**src/rtl/graphics_pixel_writer.sv**
```systemverilog
// Pixel writer: Avalon-ST pixel stream in, Avalon-MM frame buffer writes out.
// FIFO -> stage A (address/clip) -> stage B (bus master).

package graphics_pkg;
    localparam int X_WIDTH          = 12;
    localparam int Y_WIDTH          = 12;
    localparam int COLOR_DATA_WIDTH = 16;
    localparam int PAD_WIDTH        = 8;
    localparam int PIXEL_WIDTH      = X_WIDTH + Y_WIDTH + COLOR_DATA_WIDTH + PAD_WIDTH;

    typedef struct packed {
        logic [X_WIDTH-1:0]          x;
        logic [Y_WIDTH-1:0]          y;
        logic [COLOR_DATA_WIDTH-1:0] color;
        logic [PAD_WIDTH-1:0]        padding;
    } pixel_t;
endpackage

module graphics_pixel_writer
    import graphics_pkg::*;
#(
    parameter int H_PIXELS      = 640,
    parameter int V_PIXELS      = 480,
    parameter int FB_BASE       = 0,
    parameter int FB_ADDR_WIDTH = 19,
    parameter int FIFO_DEPTH    = 4
) (
    input  logic                        clk,
    input  logic                        clken,
    input  logic                        reset,
    output logic                        st_ready,
    input  logic [PIXEL_WIDTH-1:0]      st_data,
    input  logic                        st_valid,
    output logic [FB_ADDR_WIDTH-1:0]    fb_address,
    output logic                        fb_write,
    output logic [COLOR_DATA_WIDTH-1:0] fb_writedata,
    input  logic                        fb_waitrequest,
    output logic                        busy,
    output logic [15:0]                 dropped_count
);

    localparam int PTR_W = (FIFO_DEPTH > 1) ? $clog2(FIFO_DEPTH) : 1;
    localparam logic [PTR_W:0]   FULL_COUNT = (PTR_W + 1)'(FIFO_DEPTH);
    localparam logic [PTR_W-1:0] LAST_PTR   = PTR_W'(FIFO_DEPTH - 1);
    localparam logic [31:0]      H_LIMIT    = H_PIXELS;
    localparam logic [31:0]      V_LIMIT    = V_PIXELS;
    localparam logic [FB_ADDR_WIDTH-1:0] BASE_ADDR = FB_ADDR_WIDTH'(FB_BASE);
    localparam logic [FB_ADDR_WIDTH-1:0] LINE_LEN  = FB_ADDR_WIDTH'(H_PIXELS);

    // Input FIFO
    pixel_t           fifo_mem [FIFO_DEPTH];
    logic [PTR_W-1:0] rd_ptr;
    logic [PTR_W-1:0] wr_ptr;
    logic [PTR_W:0]   count;
    logic [PTR_W:0]   count_next;
    pixel_t           head;
    pixel_t           in_pixel;
    logic             push;
    logic             pop;

    // Stage A
    logic                        a_valid;
    logic                        a_clip;
    logic [FB_ADDR_WIDTH-1:0]    a_addr;
    logic [COLOR_DATA_WIDTH-1:0] a_color;
    logic                        a_advance;

    // Stage B handshake
    logic b_free;
    logic b_load;
    logic b_complete;

    logic [FB_ADDR_WIDTH-1:0] head_addr;
    logic                     head_clip;
    logic                     unused_pad;

    assign in_pixel   = pixel_t'(st_data);
    assign head       = fifo_mem[rd_ptr];
    assign unused_pad = ^head.padding;

    // Truncating every term to the address width keeps the result modulo 2^FB_ADDR_WIDTH;
    // LINE_LEN is constant, so the multiply reduces to shift-add logic.
    assign head_addr = BASE_ADDR
                     + FB_ADDR_WIDTH'(head.y) * LINE_LEN
                     + FB_ADDR_WIDTH'(head.x);
    assign head_clip = (32'(head.x) >= H_LIMIT) || (32'(head.y) >= V_LIMIT);

    assign b_complete = fb_write && !fb_waitrequest;
    assign b_free     = !fb_write || !fb_waitrequest;
    assign a_advance  = a_valid && (a_clip || b_free);
    assign b_load     = a_valid && !a_clip && b_free;

    assign push = clken && st_valid && st_ready;
    assign pop  = clken && (count != '0) && (!a_valid || a_advance);

    always_comb begin
        count_next = count;
        if (push && !pop) begin
            count_next = count + 1'b1;
        end else if (pop && !push) begin
            count_next = count - 1'b1;
        end
    end

    assign busy = (count != '0) || a_valid || fb_write;

    always_ff @(posedge clk) begin
        if (push && !reset) begin
            fifo_mem[wr_ptr] <= in_pixel;
        end
    end

    always_ff @(posedge clk) begin
        if (reset) begin
            rd_ptr        <= '0;
            wr_ptr        <= '0;
            count         <= '0;
            st_ready      <= 1'b0;
            a_valid       <= 1'b0;
            a_clip        <= 1'b0;
            a_addr        <= '0;
            a_color       <= '0;
            fb_write      <= 1'b0;
            fb_address    <= '0;
            fb_writedata  <= '0;
            dropped_count <= '0;
        end else if (clken) begin
            if (push) begin
                wr_ptr <= (wr_ptr == LAST_PTR) ? '0 : wr_ptr + 1'b1;
            end
            if (pop) begin
                rd_ptr <= (rd_ptr == LAST_PTR) ? '0 : rd_ptr + 1'b1;
            end
            count    <= count_next;
            st_ready <= (count_next != FULL_COUNT);

            if (pop) begin
                a_valid <= 1'b1;
                a_clip  <= head_clip;
                a_addr  <= head_addr;
                a_color <= head.color;
            end else if (a_advance) begin
                a_valid <= 1'b0;
            end

            if (a_advance && a_clip && (dropped_count != '1)) begin
                dropped_count <= dropped_count + 1'b1;
            end

            if (b_load) begin
                fb_write     <= 1'b1;
                fb_address   <= a_addr;
                fb_writedata <= a_color;
            end else if (b_complete) begin
                fb_write <= 1'b0;
            end
        end
    end

endmodule

```
**config.mk**
```make
export PLATFORM = sky130hd
export DESIGN_NAME = graphics_pixel_writer
export DESIGN_NICKNAME = d
export VERILOG_FILES = /design/src/rtl/graphics_pixel_writer.sv
export SDC_FILE = /design/constraint.sdc
export NUM_CORES = 1
export LEC_CHECK = 0
export CORE_ASPECT_RATIO = 1.25
export CORE_UTILIZATION = 58
export CTS_CLUSTER_SIZE = 28
export DETAILED_ROUTE_END_ITERATION = 16
export HOLD_SLACK_MARGIN = 0.02
export PLACE_DENSITY = 0.81
export SYNTH_ARGS = -nofsm -noshare
export SYNTH_HDL_FRONTEND = slang
export SYNTH_SLANG_ARGS = --single-unit
```
**constraint.sdc**
```tcl
create_clock -name clk -period 7.37 [get_ports clk]
set_input_delay 1.474 -clock clk [delete_from_list [all_inputs] [get_ports clk]]
set_output_delay 1.474 -clock clk [all_outputs]
set_load 0.005 [all_outputs]
```
Word-level counts from Yosys, hierarchy flattened
Memories as Yosys holds them, arrays and structs flattened. A register that Yosys moved wholly into a read port is not among the register bits.
Index checks and enable logic that the tools add are counted.
{"block": "op_classes", "add_sub_neg": 6, "multipliers": 1, "order_cmp": 2, "eq_ne": 4, "mux": 12, "reduce_logical": 35}
{"op": "$add 19x12->19", "n": 1}
{"op": "$add 16x1->16 const B", "n": 1}
{"op": "$ne 16x16->1 const B", "n": 1}
{"op": "$logic_and 1x1->1", "n": 13}
{"op": "$ge 12x10->1 const B", "n": 1}
{"op": "$ge 12x9->1 const B", "n": 1}
{"op": "$mul 12x3->12 const B", "n": 1}
{"op": "$reduce_and 2->1", "n": 6}
{"op": "$mux 2", "n": 4}
{"op": "$logic_not 1->1", "n": 7}
{"op": "$logic_or 1x1->1", "n": 6}
{"op": "$mux 1", "n": 6}
{"op": "$mux 3", "n": 2}
{"op": "$add 2x1->2 const B", "n": 2}
{"op": "$eq 2x2->1 const B", "n": 2}
{"op": "$reduce_bool 2->1", "n": 2}
{"op": "$add 3x1->3 const B", "n": 1}
{"op": "$ne 3x3->1 const B", "n": 1}
{"op": "$reduce_bool 3->1", "n": 1}
{"op": "$sub 3x1->3 const B", "n": 1}
{"block": "totals", "register_bits": 97, "ram_bits": 192, "input_bits": 53, "out_inout_bits": 54, "n_memories": 1}
{"name": "fifo_mem", "depth": 4, "word_bits": 48, "read_ports": 1, "rd_clocked_by_memory_dff": 1, "write_ports": 1, "line": "51", "rtl": "pixel_t fifo_mem [FIFO_DEPTH];"}

Logic depth before layout (Yosys ltp)
{"block": "depth", "word_depth": 10, "ltp_mapped": 15, "depth_no_buf": 11}

Worst setup path before layout
Ideal clock, no wire load.
{"block": "synth_timing", "kind": "reg-to-reg", "startpoint": "reg (tool-made name)", "endpoint": "reg a_addr[18]", "setup_ps": 79, "t_arrival_ps": 4611, "required_time_ps": 7291, "slack_ps": 2679, "stages_incl_launch_ff": 16, "n_path_buf": 4, "synth_period_minus_slack_ps": 4691, "cell_sequence": "dfxtp_1 > clkbuf_1 > buf_2 > buf_4 > buf_2 > mux4_2 > ha_1 > ha_1 > fa_1 > nand2b_1 > o311a_2 > nor4_4 > nand4_2 > a211oi_2 > xnor3_1 > a211oi_2"}
{"item": "end signal, assigned", "line": "140", "rtl": "a_addr <= head_addr;"}
{"item": "end, declared", "line": "64", "rtl": "logic [FB_ADDR_WIDTH-1:0] a_addr;"}

==> results.py <==
metrics = {
    "outcome": {
        "status": "finished, final reports clean",
    },
    "pwr": {
        "power-per-cell-area_mw_per_mm2": 329,
        "vdd.ir_drop.worst_v": 0.000210,
        "power_leakage_nw": 4.09,
    },
    "worst_hold_path": {
        "hold_depth": 2,
        "hold_class": "flop to flop",
        "hold_end": "fb_writedata[6]$_SDFFE_PP0P_",
        "min_from": "a_color[6]$_SDFFE_PP0P_",
    },
    "timing": {
        "fin_skew_ns": 0.00956,
        "final-hold-violation-count": 0,
        "relSlewSlack_pct": 21.3,
        "grt_setup_unrepaired": "no",
        "clock.fmax_mhz": 219,
        "finalMaxSlewViolations": 0,
        "period_minus_slack_ns": 4.57,
        "tns_ns": 0,
        "finalSetupViolCount": 0,
        "fin_ws_ns": 2.80,
        "worstMarginPinSlew_ns": 1.18,
        "hold_ws_ns": 0.457,
        "fin_crit_sh_pct": 62.0,
    },
    "die": {
        "io_pins": 107,
        "die_y_um": 152,
        "initial_core_util_pct": 59.4,
        "die_x_um": 122,
        "core_sq_mm": 0.0175,
        "dieArea_sq_mm": 0.0185,
        "fp-row-count": 54,
    },
    "clock_network": {
        "postCtsSetupBuffers": 0,
        "hold_buffers": 0,
        "cts_buffer_depth": 3,
        "cts_num_sinks": 259,
        "clock_latency_ns": 0.52,
        "htree_levels": 1,
        "clk_pin_slew_ns": 0.06,
        "cts_root_buf": "clkbuf_16",
        "post_cts_resized": 0,
        "cts_buffers": 25,
        "cts_tree": "yes",
    },
    "drt": {
        "dr.first_iter.drc_count": 306,
        "viasPerCell": 5.78,
        "drtPass1Iterations": 5,
        "wirelength_um": 20300,
        "postRouteAntennaNets": 0,
        "via_count": 6427,
        "wl_per_cell_um": 18.2,
        "drc": 0,
    },
    "global_route": {
        "grt_pass1_wl_um": 32700,
        "antenna_found_initial": 0,
        "overflow": 0,
        "grt_pass1_vias": 6490,
        "track_usage_pct": 22.8,
        "grt_start_max_net_pins": 102,
    },
    "setup_path": {
        "reg2reg_depth": 11,
        "r2r_end": "a_addr[18]$_SDFFE_PP0P_",
        "r2r_slack_ns": 2.80,
        "end_kind": "flop",
        "cp.arrival_ns": 5.01,
        "cp.required_ns": 7.80,
        "cp_max_fo": 40,
        "cp_cell_sequence": "mux4_2 -> ha_1 -> ha_1 -> fa_1 -> nand2b_1 -> o311a_2 -> nor4_4 -> nand4_2 -> a211oi_2 -> xnor3_1 -> a211oi_2",
        "cp-start-kind": "flop",
        "cpPeakStageDelay_ns": 1.06,
        "cp_slowest_cell": "dfxtp_2",
        "crit_type": "flop to flop",
    },
    "final_layout": {
        "num-nets-final": 954,
        "fill_cells": 1135,
        "drive_gt1_share_pct": 11.2,
        "final_util_pct": 70.4,
        "areaGrowthSynthToFinish_pct": 18.5,
    },
    "logic_synthesis": {
        "synth_cells": 776,
        "postSynthRegisterBits": 259,
        "netlist_area_sq_mm": 0.0104,
        "syn_nets": 862,
        "synth_top_family_by_area": "simple AND/OR/NAND/NOR gates",
        "ys_warn_count": 0,
        "syn_avg_cell_area_sq_um": 13.4,
        "synth_fa_ha_area_share_pct": 4.12,
        "synth-compound-area-share_pct": 7.23,
        "synthMuxAreaShare_pct": 8.86,
        "ys_seq_area_share_pct": 65.3,
        "yosys.cell_types.count": 58,
        "synth_enable_flop_cells": 160,
        "async_flop_share_pct": 0,
        "ys.flop_type": "edfxtp_1",
        "synth_xor_xnor_area_share_pct": 1.99,
        "yosys.area_share.simple_pct": 10.6,
    },
    "place": {
        "place_hpwl_um": 12600,
        "gp_congestion": 0.835,
        "place_ws_ns": 2.87,
        "placement.io_buffers": 98,
    },
    "flow_run": {
        "drv_cap": 0,
    },
}
## kinds of logic (layout without fill, tap and decap cells)
| kind of cell | after synthesis | in the layout |
|---|---|---|
| fa+ha+maj | 33 | 33 |
| compound gates | 126 | 126 |
| buf+inv | 48 | 159 |
| mux | 42 | 42 |
| simple gates | 246 | 246 |
| other cells | 0 | 1 |
| xor+xnor | 22 | 22 |
| flops | 259 | 259 |
## how the worst max path moves through the flow
| stage | startpoint | to | depth (start not counted) |
|---|---|---|---|
| final | flop | a_addr[18]$_SDFFE_PP0P_ | 11 |
| after global routing | flop | a_addr[18]$_SDFFE_PP0P_ | 11 |
| after CTS | flop | a_addr[18]$_SDFFE_PP0P_ | 11 |
| after detailed placement | flop | a_addr[18]$_SDFFE_PP0P_ | 11 |
| after global placement | flop | a_addr[18]$_SDFFE_PP0P_ | 11 |
| after floorplan | flop | a_addr[18]$_SDFFE_PP0P_ | 15 |
## cell usage in the layout (no fill, tap or decap), types with 3 or more instances in the layout
master and instances:
o21ai_0 13, o21a_1 5, and3_1 4, nand2_1 146
nand4_1 5, mux4_2 40, clkbuf_1 10, clkinv_2 4
nand3b_1 3, buf_4 5, and2_2 4, or3_1 6
edfxtp_1 160, a21o_1 3, nand3_1 8, nand2b_1 4
a21oi_1 76, nor3_1 9, a311oi_1 3, inv_1 11
nor2_1 39, nor2b_1 3, a211oi_1 5, clkdlybuf4s50_1 97
clkbuf_16 25, ha_1 31, xnor2_1 10, xor2_1 11
dfxtp_1 97
## where the power goes
| part | total, mW | switching (mW) | internal, mW |
|---|---|---|---|
| clock network | 1.21 | 0.512 | 0.699 |
| logic | 1.13 | 0.606 | 0.520 |
| registers | 1.72 | 0.0878 | 1.63 |
| total | 4.06 | 1.21 | 2.85 |
## registers in the layout, summed over array words and instances, names as in the netlist, 2 cells and up, named ones only
| name | flops |
|---|---|
| rd_ptr | 2 |
| a_addr | 19 |
| count | 3 |
| fb_writedata | 16 |
| dropped_count | 16 |
| fifo_mem | 160 |
| fb_address | 19 |
| wr_ptr | 2 |
| a_color | 16 |
## synthesized netlist by cell type (all sizes together), types with 2 or more instances
cell | count | area, sq um
a21oi | 76 | 380
nand2 | 146 | 548
o22ai | 2 | 12.5
nand3 | 8 | 40.0
nor2b | 3 | 18.8
mux2i | 2 | 20.0
buf | 14 | 70.1
and2 | 6 | 37.5
nor2 | 39 | 146
a211oi | 8 | 70.1
or2 | 2 | 12.5
a211o | 2 | 17.5
and3 | 5 | 32.5
inv | 11 | 41.3
o21a | 5 | 37.5
a22o | 2 | 17.5
xor2 | 11 | 96.3
o21ai | 14 | 73.8
nand4 | 6 | 43.8
a311oi | 3 | 26.3
ha | 31 | 388
a21o | 5 | 40.0
dfxtp | 99 | 1980
xnor2 | 10 | 87.6
clkbuf | 23 | 86.3
or3 | 6 | 37.5
nand3b | 3 | 22.5
edfxtp | 160 | 4800
mux4 | 40 | 901
nor3 | 9 | 45.0
nand2b | 4 | 25.0
or3b | 2 | 17.5
fa | 2 | 40.0
## through the flow
stage	cell area (sq um)	total power, mW	instances
final	12300	4.06	1112
after global routing	12300	4.27	1111
after CTS	12300	4.07	1111
after detailed placement	11500	2.87	1065
after global placement	11500	2.81	1065
after floorplan	10400	2.61	776
## worst max-delay path, delay by kind of cell (launching register included)
kind | cells | cell delay (ns)
and+or+nand+nor | 3 | 0.67
DFF | 1 | 1.06
muxes | 1 | 0.45
AOI/OAI and AO/OA | 3 | 0.84
adders and majority gates | 3 | 1.07
xor gates and xnor gates | 1 | 0.38
## area by class of cell
| cell class | instances | area [sq um] | area share (%) |
|---|---|---|---|
| clock inverters | 11 | 109 | 0.884 |
| flip-flops and latches | 259 | 6790 | 55.1 |
| multi-input cells | 469 | 3430 | 27.8 |
| repair buffers | 102 | 1010 | 8.19 |
| inverters | 11 | 41.3 | 0.335 |
| diodes | 1 | 2.50 | 0.0203 |
| clock buffers | 35 | 663 | 5.38 |
| well taps | 224 | 280 | 2.27 |
## layer usage
layer  track usage [%]  share of wire (%)  vias to the layer above
li1                  -                  -                     3040
met1              29.1                 42                     3147
met2              39.8                 51                      208
met3              2.88                4.8                       32
met4              8.33                2.4                        0
met5                 0                  0                        -
No activity file was read; power rests on OpenSTA's default activity.
